$ cat src/rtl/rf_multiport.sv
// rf_multiport: parametrised register file, one write port, two registered read ports, sync bulk clear
//   clk               rising-edge clock
//   reset             synchronous active-low reset
//   clr               synchronous clear of all words
//   we/waddr/wdata    write port
//   re_a/raddr_a      read port A request; rdata_a registered data
//   re_b/raddr_b      read port B request; rdata_b registered data
//   wr_ok             registered: previous cycle's write was accepted
module rf_multiport #(
    parameter int WIDTH = 3,
    parameter int DEPTH = 8,
    parameter int ZERO_REG = 0,
    localparam int AW = $clog2(DEPTH)
) (
    input  logic             clk,
    input  logic             reset,
    input  logic             clr,
    input  logic             we,
    input  logic [AW-1:0]    waddr,
    input  logic [WIDTH-1:0] wdata,
    input  logic             re_a,
    input  logic [AW-1:0]    raddr_a,
    output logic [WIDTH-1:0] rdata_a,
    input  logic             re_b,
    input  logic [AW-1:0]    raddr_b,
    output logic [WIDTH-1:0] rdata_b,
    output logic             wr_ok
);
    localparam logic [AW:0] DW = (AW+1)'(DEPTH);
    logic [WIDTH-1:0] mem [DEPTH];
    logic             wacc;
    logic             ok_a;
    logic             ok_b;
    logic [WIDTH-1:0] rd_a;
    logic [WIDTH-1:0] rd_b;
    // an address is readable if it exists and is not the hardwired zero word
    assign ok_a = ({1'b0, raddr_a} < DW) && !(ZERO_REG != 0 && raddr_a == '0);
    assign ok_b = ({1'b0, raddr_b} < DW) && !(ZERO_REG != 0 && raddr_b == '0);
    assign wacc = we && !clr && ({1'b0, waddr} < DW) && !(ZERO_REG != 0 && waddr == '0);
    // write-first: a same-cycle accepted write to the read address is forwarded
    assign rd_a = (clr || !ok_a) ? '0 : (wacc && raddr_a == waddr) ? wdata : mem[raddr_a];
    assign rd_b = (clr || !ok_b) ? '0 : (wacc && raddr_b == waddr) ? wdata : mem[raddr_b];
    always_ff @(posedge clk) begin
        if (!reset || clr) begin
            for (int i = 0; i < DEPTH; i++) mem[i] <= '0;
        end else if (wacc) begin
            mem[waddr] <= wdata;
        end
    end
    always_ff @(posedge clk) begin
        if (!reset) begin
            rdata_a <= '0;
            rdata_b <= '0;
            wr_ok   <= 1'b0;
        end else begin
            wr_ok <= wacc;
            if (re_a) rdata_a <= rd_a;
            if (re_b) rdata_b <= rd_b;
        end
    end
endmodule

$ cat config.mk
export PLATFORM = sky130hd
export DESIGN_NAME = rf_multiport
export DESIGN_NICKNAME = d
export VERILOG_FILES = /design/src/rtl/rf_multiport.sv
export SDC_FILE = /design/constraint.sdc
export NUM_CORES = 1
export LEC_CHECK = 0
export ABC_AREA = 1
export ABC_CLOCK_PERIOD_IN_PS = 2600
export CAP_MARGIN = 20
export CORE_MARGIN = 8
export CORE_UTILIZATION = 40
export DETAILED_ROUTE_END_ITERATION = 10
export GPL_ROUTABILITY_DRIVEN = 1
export PLACE_DENSITY_LB_ADDON = 0.12
export SYNTH_ARGS = -nofsm -noshare
export SYNTH_HDL_FRONTEND = slang
export SYNTH_SLANG_ARGS = --single-unit
$ cat constraint.sdc
create_clock -name clk -period 2.6 [get_ports clk]
set_input_delay 0.52 -clock clk [delete_from_list [all_inputs] [get_ports clk]]
set_output_delay 0.52 -clock clk [all_outputs]
set_load 0.02 [all_outputs]
# Yosys cells after proc, flatten, opt, wreduce, memory -nomap -nowiden
# Memory sizes are Yosys's and may differ from the RTL's.
# Cells that the tools add are included.
[totals]
ff_bits = 7
mem_bits_rw = 24
in_bits = 18
output_inout_bits = 7
wordCells = 25
mem_count = 1
[classes]
n_eq_ne = 2
mux = 12
reduce_logical = 7
[memory_table]
columns = ["name", "depth", "width", "rd", "rd_ports_with_merged_regs", "wr", "line_no", "source"]
rows = [
  ["mem", 8, 3, 2, 0, 8, "30", "logic [WIDTH-1:0] mem [DEPTH];"],
]
[op_table]
columns = ["op", "n"]
rows = [
  ["$mux 3", 6],
  ["$eq 3x3->1", 2],
  ["$mux 1", 6],
  ["$logic_and 1x1->1", 3],
  ["$reduce_or 3->1", 1],
  ["$logic_not 1->1", 2],
  ["$logic_or 1x1->1", 1],
]

# Longest topological paths before layout
# Gate-level depths: netlist (run 1).
[logic_depth]
depth_word = 7
depth_mapped = 10
mapped_depth_nobuf = 9

# Worst setup path after synthesis (run 1)
# No wires, ideal clock.
[synth_path]
kind = "input port to flip-flop"
from = "input port reset"
to = "memory mem[0][0], enable pin"
setup_ps = 302
arrival_time_ps = 1248
t_required_ps = 2298
setup_slack_ps = 1050
stages = 6
n_path_buf = 0
cell_sequence = "inv_1 > nor2_4 > nand2_1 > nor2_2 > nand2_1 > nand2_1"
[synth_lines]
columns = ["element", "line_no", "source"]
rows = [
  ["start, declared", "16", "input logic reset,"],
  ["end, declared", "30", ""],
]

==> results.md, run 1 <==
* First-pass iteration count of the detailed router at 4
* Net Count, Synth at 274
* Final worst slack at 0.745 ns
* Routed wire length per instance at 14.5 um
* Most frequent CP cell: nand2_1
* Distinct cells, synth at 16
* Tmin final at 1.85 ns
* I/O Pins at 25
* Worst setup path end: mem[6][1]
* Ratio of cells with drive above 1 in the final layout at 9.47%
* Max-cap violations at 0
* Min Hold Slack at 0.464 ns
* Die area at 0.00706 mm2
* Crit path launch: reset
* F_max at 539 MHz
* CTS tree: done
* # hold bufs at CTS at 0
* # setup viols final at 0
* Commonest cells in the synthesized netlist: 99 x nand2_1, 47 x nand3_1, 32 x nor2_1
* Cell area after layout at 0.00222 mm2
* Initial DRC Count at 195
* CTS resizes at 0
* Setup TNS at 0 ns
* Top cell type's share of synthesized area at 38.9%
* Most used DFF post-synth: edfxtp_1
* Switching Fraction at 28.5%
* Worst Setup Path Type: input pin to flop
* RSZ-0062 raised after global routing: false
* Nets at 302
* Top post-synthesis cells by area: edfxtp_1 39%, nand2_1 20%, nand3_1 13%
* Core area at 0.00441 mm2
* Initial antenna violation count at 0
* Vias in the first global route at 1,657
* Critical Path AT at 1.84 ns
* Switch Pwr at 326 uW
* Power Internal at 819 uW
* Number of flops mapped to enable cells by yosys at 24
* Final wirelength at 4.90 mm
* Port buffer count at 24
* Global-route wire length before repair at 8.16 mm
* Seq pwr share at 50.3%
* Total global routing overflow at 0
* Register bit count reported by yosys at 31
* Post-Syn Area at 0.00185 mm2
* Clk root buf: clkbuf_8
* Min-delay worst type: flop to flop
* H-tree levels at 2
* Total power at 1.14 mW
* DP Worst Slack at 0.456 ns
* Routability cong. at 0.833
* Async S/R FF share, synth at 0%
* Critical Path RT at 2.59 ns
* Clock Latency Late Sink at 0.28 ns
* Worst-path clk slew at 0.07 ns
* CP Capture Type: flop
* Status: finished, final reports clean
* Skew final at 0.00414 ns
* Seq/Total Area, Yosys at 46.5%
* Reg2reg start: mem[3][0]
* Top-count cell post-synth: nand2_1
* Post-Syn Area per Cell at 7.23 um2
* Die width at 84.0 um
* Leak Pwr at 0.958 nW
* Synth-to-Final Area Change at 20.2%
* Vias at 1,691
* HPWL after DPL at 3.77 mm
* Final hold viol count at 0
* Worst R2R Path Depth at 6
* ANT cells at 0
* Post-CTS Setup Repair Bufs at 0
* Max VDD drop at 303 uV
* Slew headroom at 73.1%
* R2R setup slack at 1.50 ns
* Drt via density at 5.02
* Total track usage at 14.3%
* Chip Height at 84.0 um
* ANT nets after route at 0
* Crit-path cells: clkdlybuf4s50_1 -> inv_1 -> nor2_4 -> nand2_1 -> nor2_2 -> nand2_1 -> nand2_1
* DRC at 0
* Clock Sinks at 31
* Clock Power Share at 33.0%
* Number of buffers created by CTS at 5
* Post-synth top area cell: edfxtp_1
* Starting Density at 41.9%
* Logic pwr share at 16.7%
* CP max FO at 7
* Ys Warns at 0
* Fin crit share at 71.3%
* Crit path largest cell delay at 0.45 ns
* Longest Clk Path Bufs at 2
* Least-Margin Pin Slew at 0.401 ns
* Post-Syn Instances at 256
* Post-DP Area at 0.00214 mm2
* Crit-path slowest cell: clkdlybuf4s50_1
* # rows at 24
* Fin. max-slew vios at 0
* Largest net degree at the start of global routing at 14
* Pwr dens at 514 mW/mm2
* Crit start category: input pin
* R2R Path End: rdata_a[0]
cell type report:
| cell class | instances | area, um2 |
|---|---|---|
| timing repair buffer | 27 | 263 |
| tap | 52 | 65.1 |
| multi-input combinational | 195 | 855 |
| inverter | 24 | 92.6 |
| clock inverter | 3 | 20.0 |
| sequential | 31 | 861 |
| clock buffer | 5 | 68.8 |
| fill | 462 | 2190 |
power groups by stage:
stage	clock, mW	sequential (mW)	combinational, mW
after floorplan	0	0.585	0.113
after global placement	0	0.586	0.190
after detailed placement	0	0.586	0.190
after CTS	0.386	0.575	0.191
after global routing	0.410	0.578	0.213
final	0.378	0.575	0.191
registers in the layout, summed over array words and instances, names as in the netlist:
register,flops
mem,24
rdata_a,3
rdata_b,3
wr_ok,1
through the flow:
stage,utilization (%),instances
2_1_floorplan,-,256
5_1_grt,50.4,337
3_3_place_gp,48.4,329
4_1_cts,50.4,337
6_report,50.4,337
3_5_place_dp,48.4,329
logic make-up after synthesis:
logic type	Yosys count	synth area share [%]
AOI/OAI and AO/OA	6	1.62
buffers and inverters	30	7.30
DFF	31	46.5
and+or+nand+nor	189	44.6
routing by layer:
metal | wire, um | track usage (%) | vias to the layer above | part of all wire [%]
met5 | 0 | 0 | - | 0
li1 | - | - | 874 | -
met2 | 2330 | 24.0 | 60 | 48
met3 | 304 | 3.42 | 11 | 6.2
met4 | 100 | 5.65 | 0 | 2.0
met1 | 2170 | 16.9 | 746 | 44
how the worst min path moves through the flow:
stage / from / to / slack [ns] / cells after the start
floorplan: rdata_a[0] / rdata_a[0] / 0.54 / 2
global placement: rdata_a[1] / rdata_a[1] / 0.45 / 2
detailed placement: rdata_a[1] / rdata_a[1] / 0.46 / 2
CTS: rdata_a[1] / rdata_a[1] / 0.47 / 2
global route: rdata_a[1] / rdata_a[1] / 0.48 / 2
finish: rdata_a[1] / rdata_a[1] / 0.46 / 2
cells in the final DEF, fill, tap and decap left out, drive strengths merged:
cell           count
clkdlybuf4s50     24
a21oi              6
inv               21
nor2              39
buf                3
clkbuf             5
nand2            102
nand3             48
clkinvlp           2
dfxtp              7
edfxtp            24
clkinv             4
critical path, delay by kind of cell:
family                 cells  cell delay [ns]
and+or+nand+nor            5             0.74
buffers and inverters      2             0.57
(Power assumes the default switching activity.)
==> inputs of run 2 (changes only) <==
--- a/config.mk
+++ b/config.mk
@@ -6,7 +6,7 @@
 export NUM_CORES = 1
 export LEC_CHECK = 0
 export ABC_AREA = 1
-export ABC_CLOCK_PERIOD_IN_PS = 2600
+export ABC_CLOCK_PERIOD_IN_PS = 1550
 export CAP_MARGIN = 20
 export CORE_MARGIN = 8
 export CORE_UTILIZATION = 40
==> constraint.sdc (replaced) <==
create_clock -name clk -period 1.55 [get_ports clk]
set_input_delay 0.31 -clock clk [delete_from_list [all_inputs] [get_ports clk]]
set_output_delay 0.31 -clock clk [all_outputs]
set_load 0.02 [all_outputs]
==> run 2 against run 1 <==
Against the previous run: sequential cell count did not move; sequential share of layout area fell by 3.5 points; highest routed layer unchanged; utilization increased by 5.0 points; first-iteration DRC count shrank 6.2%; die area stayed put; cell count increased by 8.0%.
==> results.md, run 2 (synthesis results as in run 1) <==
* H-tree levels at 2 (unchanged)
* Core area at 0.00441 mm2 (unchanged)
* First-pass iteration count of the detailed router at 4 (unchanged)
* Final worst slack at 0.0403 ns (-0.705 ns)
* # hold bufs at CTS at 0 (unchanged)
* Critical path's top delay family: buffers and inverters
* Initial DRC Count at 183 (-6.2%)
* ANT cells at 0 (unchanged)
* Die width at 84.0 um (unchanged)
* Fin crit share at 97.4%
* Chip Height at 84.0 um (unchanged)
* Min Hold Slack at 0.459 ns (-0.00498 ns)
* Largest regs: mem: 24 flops, rdata_a: 3 flops, rdata_b: 3 flops
* Max-cap violations at 0 (unchanged)
* Endpoint, Worst Hold: rdata_b[2]
* Leak Pwr at 1.16 nW (+21%)
* Crit start category: flop
* Crit-path slowest cell: clkdlybuf4s50_1
* Fillers at 426 (-7.8%)
* Crit path largest cell delay at 0.60 ns (+0.15 ns)
* Final hold viol count at 0 (unchanged)
* Total global routing overflow at 0 (unchanged)
* Critical Path AT at 1.20 ns (-0.64 ns)
* I/O Pins at 25 (unchanged)
* Port buffer count at 24 (unchanged)
* Max VDD drop at 434 uV (+43%)
* Skew final at 0.00703 ns (+0.00289 ns)
* CTS tree: done
* Least-Margin Pin Slew at 0.236 ns (-0.165 ns)
* Initial antenna violation count at 0 (unchanged)
* Fin cells at 364 (+8.0%)
* Number of buffers created by CTS at 5 (unchanged)
* Worst Setup Path Type: flop to primary output
* DRC at 0 (unchanged)
* # rows at 24 (unchanged)
* Max FFs per register at 24 (unchanged)
* Critical Path RT at 1.24 ns (-1.35 ns)
* Crit-path cells: clkdlybuf4s50_1
* Starting Density at 41.9% (unchanged)
* HPWL after DPL at 4.09 mm (+8.6%)
* Status: finished, final reports clean
* Reg2reg start: mem[3][2]
* Most common cell after layout, fill and taps aside: nand2_1
* R2R Path End: rdata_a[2]
* Die area at 0.00706 mm2 (unchanged)
* Largest register by flop count: mem
* Clk root buf: clkbuf_8
* Synth-to-Final Area Change at 32.2%
* # setup viols final at 0 (unchanged)
* Tmin final at 1.51 ns
* Largest net degree at the start of global routing at 14 (unchanged)
* Final wirelength at 5.07 mm (+3.6%)
* Routability cong. at 0.922 (+11%)
* Min-delay worst type: flop to flop
* Slew headroom at 84.2% (+11 points)
* R2R setup slack at 0.46 ns (-1.04 ns)
* Total track usage at 14.2% (-0.038 points)
* Hold depth at 2 (unchanged)
* Vias in the first global route at 1,620 (-2.2%)
* Hold Path Origin: rdata_b[2]
* Clock Latency Late Sink at 0.29 ns (about the same)
* Clock Sinks at 31 (unchanged)
* Bufs and invs on worst path at 1 (-1)
* Global-route wire length before repair at 7.89 mm (-3.4%)
* Placed cell count at 356 (+8.2%)
* Worst R2R Path Depth at 6 (unchanged)
* RSZ-0062 raised after global routing: true
* Longest Clk Path Bufs at 2 (unchanged)
* Vias at 1,840 (+8.8%)
* Post-CTS Setup Repair Bufs at 0 (unchanged)
* Nets at 329 (+8.9%)
* Worst-path clk slew at 0.08 ns (about the same)
* ANT nets after route at 0 (unchanged)
* Pwr dens at 811 mW/mm2 (+58%)
* CP max FO at 1 (-6)
* Commonest non-fill, non-tap cells in the layout: 99 x nand2_1, 47 x nand3_1, 32 x nor2_1
* CTS resizes at 3 (+3)
* F_max at 662 MHz
* DP Worst Slack at -0.240 ns (-0.696 ns)
* Routed wire length per instance at 13.9 um (-4.1%)
* Fin. max-slew vios at 0 (unchanged)
* Drt via density at 5.05 (+0.74%)
* Ratio of cells with drive above 1 in the final layout at 17.3% (+7.8 points)
* CP Capture Type: primary output
-- run 2: cell types whose count changed in the layout (fill, tap and decap cells not counted), sizes merged --
cell,change
buf,+27
clkdlybuf4s50,-7
dlygate4sd2,+3
dlymetal6s2s,+4
-- run 2: worst max path at each step --
stage	start	end	slack (ns)	depth (start not counted)
after floorplan	reset	mem[0][0]	0.21	6
after global placement	reset	mem[3][2]	-0.22	7
after detailed placement	clr	mem[3][2]	-0.24	6
after CTS	rdata_a[1]	rdata_a[1]	0.001	1
after global routing	reset	mem[7][1]	-0.03	7
final	wr_ok	wr_ok	0.04	1
-- run 2: final cells by class --
class	count	area (um2)	area share, %
Clock buffer	5	68.8	2.81
Clock inverter	3	20.0	0.818
Sequential cell	31	861	35.2
Tap cell	52	65.1	2.66
Multi-Input combinational cell	195	855	34.9
Timing Repair Buffer	54	484	19.8
Inverter	24	92.6	3.79
-- run 2: power breakdown --
| group | switching, mW | internal, mW |
|---|---|---|
| Combinational | 0.204 | 0.156 |
| Clock | 0.345 | 0.312 |
| Sequential | 0.0282 | 0.938 |
-- run 2: worst register-to-register path, stage by stage (launching register included) --
cell and delay, ns:
edfxtp_1 0.42, nand2_1 0.09, nand3_1 0.08, nand3_1 0.14, nand3_1 0.12, nand2_1 0.09, a21oi_1 0.06
-- run 2: through the flow --
step / TNS, ns / util, % / instance area (um2) / total power [mW]
after global routing: -0.342 / 55.4 / 2450 / 2.05
after global placement: -9.66 / 53.3 / 2350 / 1.35
after CTS: 0 / 55.2 / 2440 / 1.99
after detailed placement: -10.27 / 53.3 / 2350 / 1.35
final: 0 / 55.4 / 2450 / 1.98
after floorplan: 0 / - / 1850 / 1.17
-- run 2: layer usage --
| layer | part of all wire, % | track usage (%) | up-vias |
|---|---|---|---|
| li1 | - | - | 927 |
| met1 | 43 | 16.3 | 825 |
| met2 | 49 | 24.4 | 72 |
| met3 | 6.3 | 3.13 | 16 |
| met4 | 2.5 | 6.59 | 0 |
| met5 | 0 | 0 | - |
==> inputs of run 3 (changes only) <==
--- a/config.mk
+++ b/config.mk
@@ -6,13 +6,14 @@
 export NUM_CORES = 1
 export LEC_CHECK = 0
 export ABC_AREA = 1
-export ABC_CLOCK_PERIOD_IN_PS = 1550
+export ABC_CLOCK_PERIOD_IN_PS = 1700
 export CAP_MARGIN = 20
 export CORE_MARGIN = 8
 export CORE_UTILIZATION = 40
 export DETAILED_ROUTE_END_ITERATION = 10
 export GPL_ROUTABILITY_DRIVEN = 1
 export PLACE_DENSITY_LB_ADDON = 0.12
+export SLEW_MARGIN = 10
 export SYNTH_ARGS = -nofsm -noshare
 export SYNTH_HDL_FRONTEND = slang
 export SYNTH_SLANG_ARGS = --single-unit
==> constraint.sdc (replaced) <==
create_clock -name clk -period 1.7 [get_ports clk]
set_input_delay 0.34 -clock clk [delete_from_list [all_inputs] [get_ports clk]]
set_output_delay 0.34 -clock clk [all_outputs]
set_load 0.02 [all_outputs]
==> run 3 against run 2 <==
Against the previous run: global-route usage increased by 0.20 points; critical path type unchanged; sequential power fell by 9.2%; first-iteration DRC count shrank 16%; clock power is 11% lower; clock skew about the same; critical endpoint is now rdata_a[0].
==> results.md, run 3 (synthesis results as in run 1) <==
* Fin. max-slew vios at 0 (unchanged)
* Crit start category: flop
* Post-CTS Setup Repair Bufs at 0 (unchanged)
* Initial DRC Count at 153 (-16%)
* # hold bufs at CTS at 0 (unchanged)
* Chip Height at 84.0 um (unchanged)
* ANT nets after route at 0 (unchanged)
* Top Layer Used: met4
* Switch Pwr at 508 uW (-12%)
* Skew final at 0.00735 ns (+0.000324 ns)
* Met2 WL post-DR at 2.33 mm (-5.4%)
* Most common cell after layout, fill and taps aside: nand2_1
* Largest register by flop count: mem
* ANT cells at 0 (unchanged)
* Power Internal at 1.28 mW (-9.0%)
* Post-Route M1 WL at 2.21 mm (+2.2%)
* # setup viols final at 0 (unchanged)
* Pwr dens at 739 mW/mm2 (-8.8%)
* Final hold viol count at 0 (unchanged)
* Fillers at 457 (+7.3%)
* HPWL after DPL at 3.98 mm (-2.7%)
* R2R Path End: rdata_a[2]
* Worst R2R Path Depth at 6 (unchanged)
* Synth-to-Final Area Change at 30.8%
* Routability cong. at 0.864 (-6.3%)
* CTS tree: done
* Global-route wire length before repair at 8.13 mm (+3.1%)
* Vias at 1,785 (-3.0%)
* Crit-path cells: clkdlybuf4s50_1
* Bufs and invs on worst path at 1 (unchanged)
* Clk root buf: clkbuf_8
* Crit path launch: rdata_a[0]
* Critical path's top delay family: buffers and inverters
* Total power at 1.79 mW (-9.8%)
* I/O Pins at 25 (unchanged)
* Logic pwr share at 18.3% (about the same)
* Crit-path slowest cell: clkdlybuf4s50_1
* Crit path largest cell delay at 0.61 ns (about the same)
* Core area at 0.00441 mm2 (unchanged)
* Min-delay worst type: flop to flop
* Critical Path RT at 1.36 ns (+0.12 ns)
* Switching Fraction at 28.4% (-0.68 points)
* Worst Setup Path Type: flop to primary output
* Total track usage at 14.4% (+0.20 points)
* Routed wire length per instance at 13.8 um (-0.81%)
* DRC at 0 (unchanged)
* Die area at 0.00706 mm2 (unchanged)
* Longest Clk Path Bufs at 2 (unchanged)
* CP Capture Type: primary output
* Post-DP Area at 0.00233 mm2 (-0.85%)
* Setup TNS at 0 ns (unchanged)
* Critical Path AT at 1.23 ns (+0.03 ns)
* Number of buffers created by CTS at 5 (unchanged)
* Largest net degree at the start of global routing at 14 (unchanged)
* Vias in the first global route at 1,739 (+7.3%)
* First-pass iteration count of the detailed router at 4 (unchanged)
* Max FFs per register at 24 (unchanged)
* CTS resizes at 0 (-3)
* Min Hold Slack at 0.460 ns (+0.00157 ns)
* Reg2reg start: mem[3][2]
* Levels on crit path at 1 (unchanged)
* R2R setup slack at 0.68 ns (+0.22 ns)
* Leak Pwr at 1.08 nW (-7.3%)
* Starting Density at 41.9% (unchanged)
* Clock Power Share at 32.6% (-0.5 points)
* Tmin final at 1.57 ns
* Clock Sinks at 31 (unchanged)
* Largest regs: mem: 24 flops, rdata_a: 3 flops, rdata_b: 3 flops
* Port buffer count at 24 (unchanged)
* Worst-path clk slew at 0.07 ns (about the same)
* Slew headroom at 83.2% (-1.0 points)
* Die width at 84.0 um (unchanged)
* DR WL met3 at 372 um (+16%)
* Fin crit share at 92.1%
* Clock Latency Late Sink at 0.29 ns (about the same)
* Total global routing overflow at 0 (unchanged)
* F_max at 638 MHz
* Worst setup path end: rdata_a[0]
* Max VDD drop at 536 uV (+24%)
* CP max FO at 2 (+1)
* RSZ-0062 raised after global routing: false
* Cell area after layout at 0.00242 mm2 (-1.1%)
* Ratio of cells with drive above 1 in the final layout at 17.0% (-0.27 points)
* Initial antenna violation count at 0 (unchanged)
* H-tree levels at 2 (unchanged)
* Drt via density at 4.92 (-2.7%)
* Seq pwr share at 49.1% (+0.4 points)
* Max-cap violations at 0 (unchanged)
* Status: finished, final reports clean
* Least-Margin Pin Slew at 0.251 ns (+0.0147 ns)
* Commonest non-fill, non-tap cells in the layout: 99 x nand2_1, 47 x nand3_1, 32 x nor2_1
* # rows at 24 (unchanged)
* Nets at 328 (-0.30%)
* Final wirelength at 5.02 mm (-1.1%)
[run 3: cell types whose count changed in the layout (fill, tap and decap cells not counted)]
cell and delta:
dlymetal6s2s_1 -4, buf_12 -1, clkdlybuf4s50_1 +7, dlygate4sd2_1 -3
[run 3: per-stage QoR]
step / instances / util [%] / worst slack [ns]
6_report: 363 / 54.8 / 0.134
5_1_grt: 363 / 54.8 / 0.0440
4_1_cts: 363 / 54.8 / 0.113
3_5_place_dp: 355 / 52.8 / -0.137
3_3_place_gp: 355 / 52.8 / -0.120
2_1_floorplan: 256 / - / 0.330
[run 3: worst min path at each step]
stage                from         end  depth (start not counted)
6_report       rdata_b[2]  rdata_b[2]                          2
3_3_place_gp   rdata_b[2]  rdata_b[2]                          2
5_1_grt        rdata_a[1]  rdata_a[1]                          2
2_1_floorplan          we       wr_ok                          2
3_5_place_dp   rdata_b[2]  rdata_b[2]                          2
4_1_cts        rdata_b[2]  rdata_b[2]                          2
[run 3: cell type report]
type / count / area [um2] / share of cell area [%]
Tap cell: 52 / 65.1 / 2.69
Timing Repair Buffer: 53 / 458 / 18.9
Multi-Input combinational cell: 195 / 855 / 35.3
Sequential cell: 31 / 861 / 35.6
Inverter: 24 / 92.6 / 3.83
Clock buffer: 5 / 68.8 / 2.84
Clock inverter: 3 / 20.0 / 0.827
[run 3: metal layers]
| metal | up-vias | track usage, % |
|---|---|---|
| met5 | - | 0 |
| met4 | 0 | 6.44 |
| met3 | 11 | 4.20 |
| met2 | 61 | 23.9 |
| met1 | 784 | 16.7 |
| li1 | 929 | - |
[run 3: worst register-to-register path, cell delays in order (launching register included)]
cell and delay (ns):
edfxtp_1 0.40, nand2_1 0.08, nand3_1 0.08, nand3_1 0.12
nand3_1 0.10, nand2_1 0.08, a21oi_1 0.06
[run 3: power groups by stage]
stage | Clock [mW] | Combinational (mW) | Sequential, mW
4_1_cts | 0.595 | 0.328 | 0.877
3_5_place_dp | 0 | 0.327 | 0.894
5_1_grt | 0.624 | 0.364 | 0.882
2_1_floorplan | 0 | 0.173 | 0.895
6_report | 0.583 | 0.328 | 0.877
3_3_place_gp | 0 | 0.327 | 0.894
